===== config.mk =====
export PLATFORM = sky130hd
export DESIGN_NAME = calendar_counter_flat
export DESIGN_NICKNAME = d
export VERILOG_FILES = /design/src/rtl/calendar_counter_if.sv /design/src/rtl/calendar_counter.sv /design/src/flat_wrapper.sv
export SDC_FILE = /design/constraint.sdc
export NUM_CORES = 1
export LEC_CHECK = 0
export ABC_AREA = 1
export CORE_AREA = 2 2 108 110
export DETAILED_ROUTE_END_ITERATION = 16
export DIE_AREA = 0 0 110 112
export GPL_TIMING_DRIVEN = 0
export PLACE_DENSITY_LB_ADDON = 0.12
export SETUP_SLACK_MARGIN = 0.05
export SLEW_MARGIN = 5
export SYNTH_ARGS = -nofsm -noshare
export SYNTH_HDL_FRONTEND = slang
export SYNTH_SLANG_ARGS = --single-unit
export TNS_END_PERCENT = 30

===== constraint.sdc =====
create_clock -name clk1sec -period 4.2 [get_ports clk1sec]
set_clock_uncertainty 0.1 [all_clocks]
set_input_delay 0.63 -clock clk1sec [delete_from_list [all_inputs] [get_ports clk1sec]]
set_output_delay 0.63 -clock clk1sec [all_outputs]
set_load 0.05 [all_outputs]

===== src/rtl/calendar_counter_if.sv =====
// Time-set load and calendar output bundle between calendar_counter and its host/formatter.
interface calendar_counter_if;
  logic        set_en;
  logic [11:0] set_year;
  logic [7:0]  set_month;
  logic [7:0]  set_day;
  logic [7:0]  set_hour;
  logic [7:0]  set_minute;
  logic [7:0]  set_second;
  logic [2:0]  set_week;
  logic [11:0] year;
  logic [7:0]  month;
  logic [7:0]  day;
  logic [7:0]  hour;
  logic [7:0]  minute;
  logic [7:0]  second;
  logic [2:0]  week;
  logic        leap_year;
  logic        day_tick;
  logic        load_err;

  modport master (
    output set_en, set_year, set_month, set_day, set_hour, set_minute, set_second, set_week,
    input  year, month, day, hour, minute, second, week, leap_year, day_tick, load_err
  );

  modport slave (
    input  set_en, set_year, set_month, set_day, set_hour, set_minute, set_second, set_week,
    output year, month, day, hour, minute, second, week, leap_year, day_tick, load_err
  );
endinterface


===== src/rtl/calendar_counter.sv =====
// Gregorian calendar/clock advanced once per clk1sec edge, with validated parallel load.
// Define CAL_HOLD_EN to add a hold input that freezes counting (loads still honoured).
module calendar_counter #(
  parameter int YEAR_MIN = 2000,
  parameter int YEAR_MAX = 2099,
  parameter int RST_WEEK = 6
) (
  input  logic clk1sec,
  input  logic rst,
`ifdef CAL_HOLD_EN
  input  logic hold,
`endif
  calendar_counter_if.slave bus
);

  localparam logic [11:0] Y_MIN = 12'(YEAR_MIN);
  localparam logic [11:0] Y_MAX = 12'(YEAR_MAX);
  localparam logic [2:0]  W_RST = 3'(RST_WEEK);

  // set_en is a valid-only strobe with no ready: every request is consumed on its
  // edge, either as a full load or, if any field is illegal, as a load_err pulse.

  logic [11:0] year_q, n_year;
  logic [7:0]  month_q, n_month, day_q, n_day, hour_q, n_hour;
  logic [7:0]  minute_q, n_minute, second_q, n_second;
  logic [2:0]  week_q, n_week;
  logic        day_tick_q, n_day_tick, load_err_q, n_load_err;
  logic        set_legal, hold_act;

  function automatic logic is_leap(input logic [11:0] y);
    return (((y % 12'd4) == 12'd0) && ((y % 12'd100) != 12'd0)) || ((y % 12'd400) == 12'd0);
  endfunction

  function automatic logic [7:0] month_len(input logic [11:0] y, input logic [7:0] m);
    logic [7:0] len;
    case (m)
      8'd4, 8'd6, 8'd9, 8'd11: len = 8'd30;
      8'd2:                    len = is_leap(y) ? 8'd29 : 8'd28;
      default:                 len = 8'd31;
    endcase
    return len;
  endfunction

`ifdef CAL_HOLD_EN
  assign hold_act = hold;
`else
  assign hold_act = 1'b0;
`endif

  assign set_legal = (bus.set_year >= Y_MIN) && (bus.set_year <= Y_MAX) &&
                     (bus.set_month >= 8'd1) && (bus.set_month <= 8'd12) &&
                     (bus.set_day >= 8'd1) &&
                     (bus.set_day <= month_len(bus.set_year, bus.set_month)) &&
                     (bus.set_hour < 8'd24) && (bus.set_minute < 8'd60) &&
                     (bus.set_second < 8'd60) && (bus.set_week < 3'd7);

  always_comb begin
    n_year     = year_q;
    n_month    = month_q;
    n_day      = day_q;
    n_hour     = hour_q;
    n_minute   = minute_q;
    n_second   = second_q;
    n_week     = week_q;
    n_day_tick = 1'b0;
    n_load_err = 1'b0;
    if (bus.set_en && set_legal) begin
      n_year   = bus.set_year;
      n_month  = bus.set_month;
      n_day    = bus.set_day;
      n_hour   = bus.set_hour;
      n_minute = bus.set_minute;
      n_second = bus.set_second;
      n_week   = bus.set_week;
    end else begin
      n_load_err = bus.set_en;
      if (!hold_act) begin
        if (second_q != 8'd59) begin
          n_second = second_q + 8'd1;
        end else begin
          n_second = 8'd0;
          if (minute_q != 8'd59) begin
            n_minute = minute_q + 8'd1;
          end else begin
            n_minute = 8'd0;
            if (hour_q != 8'd23) begin
              n_hour = hour_q + 8'd1;
            end else begin
              n_hour     = 8'd0;
              n_day_tick = 1'b1;
              n_week     = (week_q == 3'd6) ? 3'd0 : week_q + 3'd1;
              if (day_q != month_len(year_q, month_q)) begin
                n_day = day_q + 8'd1;
              end else begin
                n_day = 8'd1;
                if (month_q != 8'd12) begin
                  n_month = month_q + 8'd1;
                end else begin
                  n_month = 8'd1;
                  // The range wrap restarts the weekday too, so YEAR_MIN-01-01 is always RST_WEEK.
                  if (year_q == Y_MAX) begin
                    n_year = Y_MIN;
                    n_week = W_RST;
                  end else begin
                    n_year = year_q + 12'd1;
                  end
                end
              end
            end
          end
        end
      end
    end
  end

  always_ff @(posedge clk1sec or negedge rst) begin
    if (!rst) begin
      year_q     <= Y_MIN;
      month_q    <= 8'd1;
      day_q      <= 8'd1;
      hour_q     <= 8'd0;
      minute_q   <= 8'd0;
      second_q   <= 8'd0;
      week_q     <= W_RST;
      day_tick_q <= 1'b0;
      load_err_q <= 1'b0;
    end else begin
      year_q     <= n_year;
      month_q    <= n_month;
      day_q      <= n_day;
      hour_q     <= n_hour;
      minute_q   <= n_minute;
      second_q   <= n_second;
      week_q     <= n_week;
      day_tick_q <= n_day_tick;
      load_err_q <= n_load_err;
    end
  end

  assign bus.year      = year_q;
  assign bus.month     = month_q;
  assign bus.day       = day_q;
  assign bus.hour      = hour_q;
  assign bus.minute    = minute_q;
  assign bus.second    = second_q;
  assign bus.week      = week_q;
  assign bus.day_tick  = day_tick_q;
  assign bus.load_err  = load_err_q;
  assign bus.leap_year = is_leap(year_q);

endmodule

===== src/flat_wrapper.sv =====
// flat-port wrapper written by rule: the top's interface ports become plain ports
module calendar_counter_flat 
#(
  parameter int YEAR_MIN = 2000,
  parameter int YEAR_MAX = 2099,
  parameter int RST_WEEK = 6
)
  (clk1sec, rst, bus_set_en, bus_set_year, bus_set_month, bus_set_day, bus_set_hour, bus_set_minute, bus_set_second, bus_set_week, bus_year, bus_month, bus_day, bus_hour, bus_minute, bus_second, bus_week, bus_leap_year, bus_day_tick, bus_load_err);
  calendar_counter_if bus_i ();
  input  logic clk1sec;
  input  logic rst;
  input wire logic [$bits(bus_i.set_en)-1:0] bus_set_en;
  input wire logic [$bits(bus_i.set_year)-1:0] bus_set_year;
  input wire logic [$bits(bus_i.set_month)-1:0] bus_set_month;
  input wire logic [$bits(bus_i.set_day)-1:0] bus_set_day;
  input wire logic [$bits(bus_i.set_hour)-1:0] bus_set_hour;
  input wire logic [$bits(bus_i.set_minute)-1:0] bus_set_minute;
  input wire logic [$bits(bus_i.set_second)-1:0] bus_set_second;
  input wire logic [$bits(bus_i.set_week)-1:0] bus_set_week;
  output wire logic [$bits(bus_i.year)-1:0] bus_year;
  output wire logic [$bits(bus_i.month)-1:0] bus_month;
  output wire logic [$bits(bus_i.day)-1:0] bus_day;
  output wire logic [$bits(bus_i.hour)-1:0] bus_hour;
  output wire logic [$bits(bus_i.minute)-1:0] bus_minute;
  output wire logic [$bits(bus_i.second)-1:0] bus_second;
  output wire logic [$bits(bus_i.week)-1:0] bus_week;
  output wire logic [$bits(bus_i.leap_year)-1:0] bus_leap_year;
  output wire logic [$bits(bus_i.day_tick)-1:0] bus_day_tick;
  output wire logic [$bits(bus_i.load_err)-1:0] bus_load_err;
  assign bus_i.set_en = bus_set_en;
  assign bus_i.set_year = bus_set_year;
  assign bus_i.set_month = bus_set_month;
  assign bus_i.set_day = bus_set_day;
  assign bus_i.set_hour = bus_set_hour;
  assign bus_i.set_minute = bus_set_minute;
  assign bus_i.set_second = bus_set_second;
  assign bus_i.set_week = bus_set_week;
  assign bus_year = bus_i.year;
  assign bus_month = bus_i.month;
  assign bus_day = bus_i.day;
  assign bus_hour = bus_i.hour;
  assign bus_minute = bus_i.minute;
  assign bus_second = bus_i.second;
  assign bus_week = bus_i.week;
  assign bus_leap_year = bus_i.leap_year;
  assign bus_day_tick = bus_i.day_tick;
  assign bus_load_err = bus_i.load_err;
  calendar_counter #(.YEAR_MIN(YEAR_MIN), .YEAR_MAX(YEAR_MAX), .RST_WEEK(RST_WEEK)) u_core (.clk1sec(clk1sec), .rst(rst), .bus(bus_i));
endmodule

==> implementation parameters <==
Parameter                              Value

Cells and area
  Area taken by flip-flops and latches ... 1440 sq um
  Final Cell Area ... 8090 sq um
  Proportion of layout cells with a drive suffix above 1 ... 24.5%
  Area grow syn2layout ... 48.8%
  Net total in the final layout ... 1079
  Total area of multi-input combinational cells ... slightly below 4000 sq um
  Final std cells w/o fill ... approximately 1200
  Final core utilization ... 72.4%
  Fillers ... 877
  Antenna diode count ... 0

Critical path
  Critical path's slowest cell ... a31oi_4
  Maximum cell stage delay along the critical path ... 0.29 ns
  Critical Path Sink Type ... register
  Reg2Reg Launch Point ... u_core.bus.year[6]
  Arr. time, crit path ... 5.91 ns
  Register-to-register setup slack ... -0.19 ns
  Kind of start point of the critical path ... input port
  Worst reg2reg path endpoint ... u_core.bus.year[2]
  Endpoint required time on the critical path ... 4.33 ns
  Number of cell instances on the worst register-to-register path ... 33
  Type of the worst setup path ... input port to register
  CP max FO ... 6

Die
  Ports ... about 120
  Die area ... about 12000 sq um
  DIE HEIGHT ... 112 um
  Std cell rows ... 39
  Placeable core region ... 11200 sq um
  Initial Utilization ... 48.7%
  Overall die width ... 110 um

Pwr
  Cell Pwr Density ... 232 nW/um^2
  Proportion of power drawn by the clock network ... 37.6%
  Net Sw Frac ... 35.0%
  Power Total ... 1880 uW
  Maximum VDD drop ... 0.000231 V
  Fraction of power consumed by combinational cells ... 30.7%
  Internal ... 1220 uW
  Part of the power in registers ... 31.7%
  Leakage power ... 0.00383 uW
  Net load switching power ... 657 uW

Yosys
  Sequential element share of the synthesized area ... 26.4%
  Library cells used by synthesis ... 52
  Net Count, Synth ... 894
  Post-synth ARST share ... 100%
  Yosys warnings ... 0
  Number of enable-type register cells in the synthesized netlist ... 0
  Count of mapped cells out of synthesis ... 824
  Average size of a mapped cell ... roughly 6.6 sq um
  Commonest register cell after synthesis ... dfrtp_1
  Post-synthesis register bit count ... 57
  Cell area after technology mapping ... 5440 sq um

Flow run
  Maximum capacitance violations ... 0

STA
  Worst Setup Slack, final ... -1.58 ns
  Period Utilization, post-route ... 138%
  TNS Setup ... -77.19 ns
  Time the worst path needs with I/O delays and setup ... 5.78 ns
  Final Hold Viols ... 0
  Highest clock rate ... between 150 and 200 MHz
  Rel. slew slack ... 47.5%
  Measured slew at the worst slew-check pin ... between 0.7 and 0.8 ns
  Max-slew violations ... 0
  Unrepaired setup endpoints after global routing ... yes
  Final setup violation count ... 58

Placed design
  DP Cell Count ... around 1100
  Gp weighted congestion ... 0.893
  Buffers added on ports ... 114
  Post-place instance area ... 6860 sq um
  HPWL after detailed placement ... 12400 um

Clock tree
  CTS tree ... done
  Maximum buffer depth of the clock tree ... 2
  CTS H-tree depth ... 3
  Cts bufs inserted ... 9
  Root buffer cell ... clkbuf_16
  Number of sinks on the clock net ... 57
  Clock latency at the later pin of the worst-skew pair ... 0.34 ns
  Clock input transition at the sequential cells of the worst setup and hold paths ... about 0.060 ns

Detailed routing
  Initial drt markers ... 460
  Aggregate routed wire length ... 18500 um
  Avg WL per Cell ... ~16 um
  Met3 WL ... 1080 um
  Met1 wire length ... 7480 um
  Uppermost metal layer occupied by signal nets ... met4
  Routed length on met2 ... 9300 um
  Number of vias in the routed layout ... ~6500
  Remaining design rule violation count ... 0
  Number of iterations in the first detailed-routing pass ... 5
  Number of antenna-violating nets in the routed design ... 0
  Via density per instance ... 5.59

GRT
  Pin count of the biggest net entering global routing ... 58
  Global-route wire length before repair ... 28600 um
  Initial antenna violation count ... 0
  Global routing usage summed across all routing layers ... 29.1%
  Overall overflow remaining after global route ... 0
  Vias in the first global route ... slightly above 6000

Min path
  Path type of the worst min-delay path ... input port to asynchronous set/reset pin

Run status
  Outcome ... complete, but fails checks
  Failing checks ... negative setup slack
[Yosys cell counts (8+ instances only)]
| cell | number | share of area [%] |
|---|---|---|
| nand3_1 | 61 | 5.6 |
| xnor2_1 | 8 | 1.3 |
| xor2_1 | 33 | 5.3 |
| o21ai_1 | 14 | 1.3 |
| dfrtp_1 | 47 | 22 |
| o21ai_0 | 47 | 4.3 |
| nand2_1 | 213 | 15 |
| nor4_1 | 14 | 1.6 |
| a21oi_1 | 16 | 1.5 |
| clkbuf_1 | 8 | 0.55 |
| nand4_1 | 19 | 2.2 |
| nor2_1 | 61 | 4.2 |
| o211ai_1 | 10 | 1.4 |
| o22ai_1 | 9 | 1.0 |
| nand2_2 | 13 | 1.5 |
| ha_1 | 12 | 2.8 |
| o21ai_2 | 11 | 1.8 |
| dfstp_2 | 10 | 4.8 |
| inv_1 | 121 | 8.3 |
| nor3_1 | 20 | 1.8 |
[power by group through the flow]
stage / sequential [uW] / combinational [uW] / clock [uW]
floorplan: 670 / 189 / 0
global placement: 602 / 402 / 0
detailed placement: 603 / 418 / 0
CTS: 594 / 504 / 704
global route: 599 / 612 / 738
finish: 595 / 576 / 706
[registers in the layout (all words and copies together), names as in the netlist, 3 cells and up]
signal             flops
u_core.bus.month       8
u_core.bus.year       12
u_core.bus.hour        8
u_core.bus.day         8
u_core.bus.second      8
u_core.bus.minute      8
u_core.bus.week        3
[layout by cell type, fill, tap and decap left out, types with 12 or more instances in the layout]
cell	synthesis	final
o21ai_0	47	32
nand2_2	13	28
nand2_1	213	183
dfrtp_1	47	47
inv_2	7	14
buf_6	4	16
nand2_4	7	16
nor4_1	14	12
o21ai_2	11	21
xor2_1	33	32
buf_4	1	53
clkdlybuf4s50_1	0	107
nor3_1	20	20
nand3_1	61	56
nand4_1	19	19
nor2_1	61	55
inv_1	121	111
o21ai_1	14	17
[layout make-up]
cell class | count | share of cell area [%]
buffer | 15 | 1.67
clock buffer | 10 | 2.95
clock inverter | 6 | 0.541
inverter | 132 | 6.46
multi-input combinational | 620 | 47.9
sequential | 57 | 17.8
tap | 143 | 2.21
timing repair buffer | 174 | 20.4
[how the worst max path moves through the flow]
stage                     start             endpoint  slack, ns  cells past startpoint
2_1_floorplan   bus_set_year[9]  u_core.bus.month[3]      -1.45                     50
3_3_place_gp   bus_set_year[11]  u_core.bus.month[3]      -2.75                     48
3_5_place_dp   bus_set_year[11]  u_core.bus.month[3]      -3.06                     50
4_1_cts         bus_set_year[8]  u_core.bus.month[3]      -1.35                     51
5_1_grt         bus_set_year[9]  u_core.bus.month[4]      -2.02                     51
6_report        bus_set_year[9]  u_core.bus.month[7]      -1.58                     51
[cells by family after synthesis]
logic type               share of synthesized area, %
XOR/XNOR                                         6.60
AO/OA/AOI/OAI                                    15.4
AND/OR/NAND/NOR                                  38.0
adder cells (fa/ha/maj)                          2.76
flip-flops                                       26.4
buffers and inverters                            10.8
[layer usage]
metal / global-route usage (%) / vias up
met2: 49.2 / 285
met3: 4.80 / 60
met1: 36.1 / 3024
met4: 12.3 / 0
met5: 0 / -
li1: - / 3095
[what timing repair did]
action / CTS / global route
gates cloned: 3 / 0
buffers inserted: 44 / 14
pin swaps: 37 / 34
endpoints found under the hold margin: 0 / 0
gates resized for setup: 124 / 47
endpoints found under the setup margin: 58 / 58
hold buffers: 0 / 0
[stage by stage]
| step | hold WS [ns] | worst slack (ns) |
|---|---|---|
| after floorplan | 0.234 | -1.45 |
| after global placement | 0.386 | -2.75 |
| after detailed placement | 0.394 | -3.06 |
| after CTS | 0.301 | -1.35 |
| after global routing | 0.326 | -2.02 |
| final | 0.264 | -1.58 |
[worst max-delay path: cells and delay by family]
| family | cells | cell delay, ns |
|---|---|---|
| compound gates | 7 | 0.98 |
| xor+xnor | 1 | 0.13 |
| fa+ha+maj | 1 | 0.18 |
| buf+inv | 11 | 0.86 |
| simple gates | 31 | 3.11 |
No activity file was read; power rests on OpenSTA's default activity.
